**src/rtl/pipe_ctrl.sv**
```systemverilog
// Stall/flush/redirect sequencer for the 5-stage pipeline.
// Merges stage stall requests and serialises PC redirects into one-cycle pulses.
module pipe_ctrl #(
    parameter int PC_W        = 64,
    parameter int CNT_W       = 32,
    parameter int WDOG_CYCLES = 1024
) (
    input  logic             clk,
    input  logic             rst,
    input  logic             if_stall_req,
    input  logic             id_stall_req,
    input  logic             ex_stall_req,
    input  logic             mem_stall_req,
    input  logic             id_redir_req,
    input  logic [PC_W-1:0]  id_redir_pc,
    input  logic             ex_redir_req,
    input  logic [PC_W-1:0]  ex_redir_pc,
    input  logic             trap_req,
    input  logic [PC_W-1:0]  trap_pc,
    input  logic             cnt_clr,
    output logic [4:0]       stall,
    output logic [3:0]       bubble,
    output logic             redir_ena,
    output logic [PC_W-1:0]  redir_pc,
    output logic [CNT_W-1:0] stall_cnt,
    output logic             wdog_err
);

    localparam int WD_W = $clog2(WDOG_CYCLES + 1);

    typedef enum logic [1:0] {IDLE, WAIT, ISSUE} state_t;

    state_t          state, state_nxt;
    logic [1:0]      pri_q, pri_nxt, req_pri;
    logic [PC_W-1:0] pc_q, pc_nxt, req_pc;
    logic [4:0]      merge_stall, stall_raw;
    logic [3:0]      merge_bub, kill, bub_raw;
    logic            take, gate;
    logic [WD_W-1:0] wd_cnt;

    always_comb begin
        req_pri = 2'd0;
        req_pc  = id_redir_pc;
        if (trap_req) begin
            req_pri = 2'd3;
            req_pc  = trap_pc;
        end else if (ex_redir_req) begin
            req_pri = 2'd2;
            req_pc  = ex_redir_pc;
        end else if (id_redir_req) begin
            req_pri = 2'd1;
        end
    end

    always_comb begin
        merge_stall = 5'b00000;
        merge_bub   = 4'b0000;
        if (mem_stall_req) begin
            merge_stall = 5'b01111;
            merge_bub   = 4'b1000;
        end else if (ex_stall_req) begin
            merge_stall = 5'b00111;
            merge_bub   = 4'b0100;
        end else if (id_stall_req) begin
            merge_stall = 5'b00011;
            merge_bub   = 4'b0010;
        end else if (if_stall_req) begin
            merge_stall = 5'b00001;
            merge_bub   = 4'b0001;
        end
    end

    // Younger stages behind the redirecting one are flushed on the request cycle.
    always_comb begin
        kill = 4'b0000;
        case (req_pri)
            2'd3:    kill = 4'b0111;
            2'd2:    kill = 4'b0011;
            2'd1:    kill = 4'b0001;
            default: kill = 4'b0000;
        endcase
    end

    always_comb begin
        state_nxt = state;
        pri_nxt   = pri_q;
        pc_nxt    = pc_q;
        take      = (state == IDLE) ? (req_pri != 2'd0) : (req_pri > pri_q);
        if (take) begin
            pri_nxt = req_pri;
            pc_nxt  = req_pc;
        end
        gate = (pri_nxt == 2'd3) ? !mem_stall_req
                                 : (!if_stall_req && !mem_stall_req);
        case (state)
            IDLE:    if (take) state_nxt = gate ? ISSUE : WAIT;
            WAIT:    state_nxt = gate ? ISSUE : WAIT;
            ISSUE:   state_nxt = take ? (gate ? ISSUE : WAIT) : IDLE;
            default: state_nxt = IDLE;
        endcase
    end

    always_ff @(posedge clk or negedge rst) begin
        if (!rst) begin
            state <= IDLE;
            pri_q <= 2'd0;
            pc_q  <= '0;
        end else begin
            state <= state_nxt;
            pri_q <= pri_nxt;
            pc_q  <= pc_nxt;
        end
    end

    assign stall_raw = merge_stall | {4'b0000, state == WAIT};
    assign bub_raw   = merge_bub | kill | {3'b000, state != IDLE};

    // A held register must not also be loaded with a NOP.
    assign stall     = rst ? stall_raw : 5'b00000;
    assign bubble    = rst ? (bub_raw & ~stall_raw[4:1]) : 4'b0000;
    assign redir_ena = (state == ISSUE);
    assign redir_pc  = pc_q;

    always_ff @(posedge clk or negedge rst) begin
        if (!rst) begin
            stall_cnt <= '0;
        end else if (cnt_clr) begin
            stall_cnt <= '0;
        end else if (stall_raw[0] && stall_cnt != '1) begin
            stall_cnt <= stall_cnt + CNT_W'(1);
        end
    end

    always_ff @(posedge clk or negedge rst) begin
        if (!rst) begin
            wd_cnt   <= '0;
            wdog_err <= 1'b0;
        end else if (state == WAIT) begin
            if (wd_cnt != WD_W'(WDOG_CYCLES)) wd_cnt <= wd_cnt + WD_W'(1);
            if (wd_cnt == WD_W'(WDOG_CYCLES - 1)) wdog_err <= 1'b1;
        end else begin
            wd_cnt <= '0;
        end
    end

endmodule

```
**config.mk**
```make
export PLATFORM = sky130hd
export DESIGN_NAME = pipe_ctrl
export DESIGN_NICKNAME = d
export VERILOG_FILES = /design/src/rtl/pipe_ctrl.sv
export SDC_FILE = /design/constraint.sdc
export NUM_CORES = 1
export LEC_CHECK = 0
export ABC_AREA = 1
export BUFFER_PORTS_ARGS = -buffer_cell sky130_fd_sc_hd__buf_2
export CORE_MARGIN = 8
export CORE_UTILIZATION = 43
export DETAILED_ROUTE_END_ITERATION = 10
export GPL_TIMING_DRIVEN = 0
export PLACE_DENSITY = 0.77
export SYNTH_ARGS = -nofsm -noshare
export SYNTH_HDL_FRONTEND = slang
export SYNTH_SLANG_ARGS = --single-unit
```
**constraint.sdc**
```tcl
create_clock -name clk -period 1.75 [get_ports clk]
set_clock_uncertainty 0.2 [all_clocks]
set_input_delay 0.525 -clock clk [delete_from_list [all_inputs] [get_ports clk]]
set_output_delay 0.525 -clock clk [all_outputs]
set_load 0.01 [all_outputs]
```
==> results of run 1 <==
==> report_power, final <==
group / total, mW / switching [mW] / internal, mW / leakage, nW
sequential: 4.06 / 0.635 / 3.42 / 1.42
clock: 2.48 / 1.00 / 1.48 / 0.172
combinational: 9.15 / 4.62 / 4.53 / 4.69
==> sequential cells by signal, summed over array words and instances, names as in the netlist <==
| register | flops |
|---|---|
| redir_pc | 64 |
| stall_cnt | 32 |
| wd_cnt | 11 |
| pri_q | 2 |
| state | 2 |
| wdog_err | 1 |
==> cells by family after synthesis <==
family	after synthesis
and+or+nand+nor	529
AOI/OAI and AO/OA	117
DFF	112
buffers and inverters	97
muxes	64
xor gates and xnor gates	16
adders and majority gates	5
other	1
==> cell type report <==
type,count,area [µm²]
Multi-Input combinational cell,732,4556
Fill cell,1065,3847
Timing Repair Buffer,428,3184
Sequential cell,112,2825
Buffer,41,412.9
Tap cell,216,270.3
Clock buffer,11,252.7
Inverter,53,221.5
Clock inverter,5,102.6
Timing Repair inverter,2,32.53
Antenna cell,3,7.507
==> routing by layer <==
metal	part of all wire, %	track usage, %	vias to the layer above
met5	0.040	0	-
met4	6.4	16.34	2
met3	7.3	5.032	156
met2	52	49.34	507
met1	34	30.37	4132
li1	-	-	3899
==> timing repair <==
item	4_1_cts	5_1_grt
gates resized for setup	188	243
pin swaps	58	72
cloned	21	1
hold buffers	3	1
setup buffers	46	61
endpoints found under the setup margin	102	121
hold endpoints to repair	48	13
==> through the flow <==
step | worst slack [ps] | hold WS (ps) | utilization [%] | setup TNS [ps]
6_report | -278.6 | 3.556 | 75.51 | -17580
5_1_grt | -358.8 | 14.90 | 75.51 | -23650
4_1_cts | -296.8 | 4.680 | 67.77 | -12540
3_5_place_dp | -796.0 | 253.9 | 56.12 | -53460
3_3_place_gp | -2273 | 250.2 | 55.90 | -229750
2_1_floorplan | -263.0 | 29.41 | - | -19290
==> final timing paths <==
| path | slack [ps] | endpoint | cells past startpoint | from |
|---|---|---|---|---|
| setup / recovery | -280 | bubble[0] | 5 | state[1] |
| hold / removal | 4 | redir_pc[42] | 2 | rst |
| setup reg to reg | -230 | redir_pc[20] | 13 | pri_q[1] |
| hold reg to reg | 280 | redir_pc[58] | 2 | redir_pc[58] |
| max in group asynchronous | 190 | wd_cnt[2] | 4 | rst |
| min in group clk | 260 | state[0] | 3 | if_stall_req |
==> cell usage in the layout, fill, tap and decap left out, types with 11 or more instances in the layout <==
cell type	count
nand2_1	239
buf_2	288
clkbuf_16	12
dfrtp_2	18
buf_12	13
dfrtp_1	94
o21ai_1	11
buf_8	16
nand2_2	114
nand2_4	44
nor2_1	47
inv_1	40
nor2_4	16
buf_6	55
nand3_1	34
o21ai_0	71
clkbuf_1	13
mux2i_1	63
buf_4	63
==> critical path, stage by stage, from the launching register on <==
cell and delay (ps):
dfrtp_1 390, inv_2 100, nand4_1 120, o21ai_1 160, nor3_1 60, buf_2 140
==> summary.txt, run 1 <==
synthesized net count: 1148
Seq cells post-synth: 112
Post-Synth XOR/XNOR Area: 2.055%
Max-Cap Viols: 0
first-pass GRT wire length: 43640 µm
I/O Buffers: 306
failing checks: negative setup slack
Tcrit/Tclk final: 115.9%
Post-synth top flop: dfrtp_1
Initial Util: 43.40%
I/O Pins: 309
Startpoint Class: flop
buffer depth of the longest clock path: 2
Placer Congestion: 0.9459
count of pins over their slew limit: 0
Global Route Usage Sum: 27.71%
final WL: 32220 µm
area share of the largest cell type after synthesis: 41.10%
cell area after layout: 0.01187 mm²
final worst slack: -278.6 ps
clock latency on the worst-skew pair: 350 ps
Inserted Clock Buffers: 9
share of post-route cells with drive strength above 1: 52.46%
Core ar.: 0.01571 mm²
Final min period: 2029 ps
YS warnings: 0
CP max FO: 4
antenna-violating nets left: 0
number of enable flip-flop cells after synthesis: 0
Hold Path Class: in2async
top cell type by total area after synthesis: dfrtp_1
largest net degree at the start of global routing: 35
die width: 141.9 µm
DR WL/cell: 20.10 µm
number of global-route vias before repair: 8185
cells after synthesis: 941
Synth Area in Simple Gates: 31.06%
Synth Area in Adders: 0.9174%
# setup viols final: 122
fin cells: 1603
P&R area growth vs syn: 74.00%
syn_area_per_cell: 7.247 µm²
most instantiated library cell after synthesis: nand2_1
initial drt markers: 617
WP data required: 1020 ps
die area: 0.02014 mm²
WS Path Type: reg2out
Total Power: 15.69 mW
# rows: 46
Compound-Gate Fraction of Synth Area: 9.193%
pwr/cell area: 1322 mW/mm²
status: complete, but fails checks
drt drc: 0
Area contributors post-synth: dfrtp_1, nand2_1, mux2i_1
leakage power: 6.274 nW
CTS tree: built
# H-tree levels: 3
Die Y: 141.9 µm
Post-DP HPWL: 20010 µm
Worst-Margin Slew: 731.6 ps
CTS clk-pin slew, worst paths: 80 ps
Vias/cell: 5.425
crit path DAT: 1300 ps
Netlist cell types: 34
clock tree sinks: 112
Netlist Area Pre-Place: 0.006819 mm²
dominant combinational cell family by area after synthesis: simple AND/OR/NAND/NOR gates
Worst VDD drop: 0.7306 mV
fmax: 0.4929 GHz
sequential share of the synthesized area: 41.10%
initial antenna violation count: 4
# nets final: 1586
DP Area: 0.008817 mm²
Final Hold Fails: 0
Rel. slew slack: 51.23%
Synth async-reset ratio: 100.0%
final global-route overflow total: 0
Vias: 8696
mux contribution to synthesized area: 9.394%
clk root buf: clkbuf_16
RSZ-0062 raised after global routing: yes
drt first pass iters: 6
Crit. End Element: primary output
Inst Count DP: 1464
Synth top cells by count: nand2_1, dfrtp_1, o21ai_0, nor2_1, mux2i_1
Power figures use the tool's default switching activity.
==> run 2: changes to the inputs <==
--- a/config.mk
+++ b/config.mk
@@ -7,6 +7,7 @@
 export LEC_CHECK = 0
 export ABC_AREA = 1
 export BUFFER_PORTS_ARGS = -buffer_cell sky130_fd_sc_hd__buf_2
+export CORE_ASPECT_RATIO = 1.4
 export CORE_MARGIN = 8
 export CORE_UTILIZATION = 43
 export DETAILED_ROUTE_END_ITERATION = 10
==> run 2 against run 1 <==
The flow still finishes with violations (negative setup slack). Sequential power about the same. Critical path type is now reg2reg. Maximum frequency fell by 4.3%. Total power down 2.5%. Via count decreased by 0.90%. Critical path depth increased by 6. Combinational power up 1%. Hold slack better by 270 ps.
==> summary.txt, run 2 (synthesis results as in run 1) <==
Max-Cap Viols: 0 (unchanged)
Hold Path Class: in2reg (was in2async)
Vias: 8618 (was 8696)
initial drt markers: 626 (was 617)
switch share: 41.47% (was 39.87%)
CTS tree: built (unchanged)
Final Hold Fails: 0 (unchanged)
CTS clk-pin slew, worst paths: 80 ps (about the same)
Worst Hold Slack: 271.7 ps (was 3.556 ps)
Vias/cell: 5.407 (was 5.425)
WHS Path Cells: 3
Post-DP HPWL: 21090 µm (was 20010 µm)
clock latency on the worst-skew pair: 340 ps (was 350 ps)
top sig layer: met5 (unchanged)
die area: 0.02020 mm² (was 0.02014 mm²)
Power Internal: 8.953 mW (was 9.434 mW)
clk root buf: clkbuf_16 (unchanged)
initial antenna violation count: 22 (was 4)
sequential share of power: 26.5% (was 25.9%)
Worst-Margin Slew: 834.6 ps (was 731.6 ps)
CP max FO: 5 (was 4)
Met3 Wirelength: 3666 µm (was 2363 µm)
DR WL/cell: 20.98 µm (was 20.10 µm)
FF-to-FF path depth: 11 (was 13)
Final min period: 2120 ps (was 2029 ps)
share of post-route cells with drive strength above 1: 53.51% (was 52.46%)
Comb pwr share: 60.5% (was 58.3%)
clock tree sinks: 112 (unchanged)
Total Power: 15.30 mW (was 15.69 mW)
count of pins over their slew limit: 0 (unchanged)
drt drc: 0 (unchanged)
P&R area growth vs syn: 74.83% (was 74.00%)
pwr/cell area: 1283 mW/mm² (was 1322 mW/mm²)
final WL: 33440 µm (was 32220 µm)
Placer Congestion: 0.9455 (was 0.9459)
Worst VDD drop: 0.9585 mV (was 0.7306 mV)
largest net degree at the start of global routing: 49 (was 35)
register area: 0.002829 mm² (was 0.002825 mm²)
detailed route wirelength on metal2: 17120 µm (was 16690 µm)
antenna-violating nets left: 0 (unchanged)
leakage power: 6.258 nW (was 6.274 nW)
status: complete, but fails checks (unchanged)
fin cells: 1594 (was 1603)
die width: 122.4 µm (was 141.9 µm)
Tcrit/Tclk final: 121.1% (was 115.9%)
# nets final: 1585 (was 1586)
# setup viols final: 117 (was 122)
Global Route Usage Sum: 29.75% (was 27.71%)
Core ar.: 0.01554 mm² (was 0.01571 mm²)
M1 wire length: 11020 µm (was 11090 µm)
most common cell after layout, fill and taps aside: buf_2 (unchanged)
cell area after layout: 0.01192 mm² (was 0.01187 mm²)
Psw: 6.343 mW (was 6.256 mW)
Fillers: 1046 (was 1065)
most frequent cells in the layout: buf_2, nand2_1, nand2_2 (unchanged)
final global-route overflow total: 0 (unchanged)
Crit. End Element: flop (was primary output)
multi-input logic area: 0.004674 mm² (was 0.004556 mm²)
WP data required: 1780 ps (was 1020 ps)
fmax: 0.4717 GHz (was 0.4929 GHz)
DP Area: 0.008792 mm² (was 0.008817 mm²)
final worst slack: -369.8 ps (was -278.6 ps)
# rows: 54 (was 46)
Startpoint Class: flop (unchanged)
# H-tree levels: 3 (unchanged)
drt first pass iters: 5 (was 6)
Initial Util: 43.88% (was 43.40%)
WS Path Type: reg2reg (was reg2out)
number of global-route vias before repair: 8604 (was 8185)
I/O Buffers: 306 (unchanged)
max reg flops: 64 (unchanged)
failing checks: negative setup slack (unchanged)
Inserted Clock Buffers: 9 (unchanged)
crit path DAT: 2150 ps (was 1300 ps)
first-pass GRT wire length: 46110 µm (was 43640 µm)
Die Y: 165 µm (was 141.9 µm)
setup TNS: -22890 ps (was -17580 ps)
I/O Pins: 309 (unchanged)
buffer depth of the longest clock path: 2 (unchanged)
RSZ-0062 raised after global routing: yes (unchanged)
Inst Count DP: 1444 (was 1464)
Clk pwr share: 13.0% (was 15.8%)
Rel. slew slack: 44.36% (was 51.23%)
[run 2: cell types whose count changed in the layout (fill, tap and decap cells not counted), moves of 4 or more]
| cell | change |
|---|---|
| nand2_4 | +11 |
| buf_6 | -4 |
| nand2_1 | -15 |
| nor2_2 | -6 |
| diode_2 | +12 |
| nor2_1 | +5 |
[run 2: layout make-up]
type	count	share of cell area, %
buffer	39	3.159
clock buffer	10	1.921
sequential	112	23.73
antenna	15	0.3149
inverter	53	1.984
clock inverter	6	0.3778
tap	196	2.057
timing repair inverter	2	0.2309
timing repair buffer	429	27.02
multi-input combinational	732	39.21
[run 2: what timing repair did]
item | in CTS | in global routing
setup buffers | 68 | 54
hold endpoints to repair | 20 | 8
hold buffers | 2 | 1
gates resized for setup | 245 | 237
pin swaps | 43 | 79
gates cloned | 20 | 3
setup endpoints to repair | 103 | 125
[run 2: metal layers]
layer / global-route usage [%] / up-vias
li1: - / 3930
met4: 13.51 / 16
met3: 10.67 / 128
met1: 30.14 / 4037
met5: 0 / -
met2: 53.33 / 507
[run 2: worst paths after layout]
check,startpoint,end,slack [ps]
max reg2reg,stall_cnt[18],stall_cnt[26],-370
min reg2reg,redir_pc[24],redir_pc[24],270
max in group asynchronous,rst,stall_cnt[24],170
min,if_stall_req,state[0],270
min in group asynchronous,rst,redir_pc[51],520
max,stall_cnt[18],stall_cnt[26],-370
[run 2: critical path: stages (launching register included)]
cell     delay, ps
dfrtp_1        430
nand2_1        130
nor2_1         230
nand2_1        180
nor2_4         130
nand2_4         80
buf_12         140
nand2_8         70
nand2_8         80
buf_8          160
nand4_1         80
nand2_1         90
[run 2: per-stage QoR]
step                utilization (%)  setup slack (ps)
finish                        76.72            -369.8
detailed placement            56.58            -746.8
floorplan                         -            -263.0
global route                  76.63            -439.2
global placement              56.36             -2309
CTS                           70.26            -285.7
[run 2: power by group through the flow]
| stage | clock network (mW) | registers [mW] | logic [mW] |
|---|---|---|---|
| after floorplan | 0 | 4.22 | 2.58 |
| after global placement | 0 | 3.84 | 4.82 |
| after detailed placement | 0 | 3.87 | 4.90 |
| after CTS | 2.02 | 3.87 | 7.99 |
| after global routing | 2.11 | 4.15 | 9.88 |
| final | 1.99 | 4.06 | 9.25 |
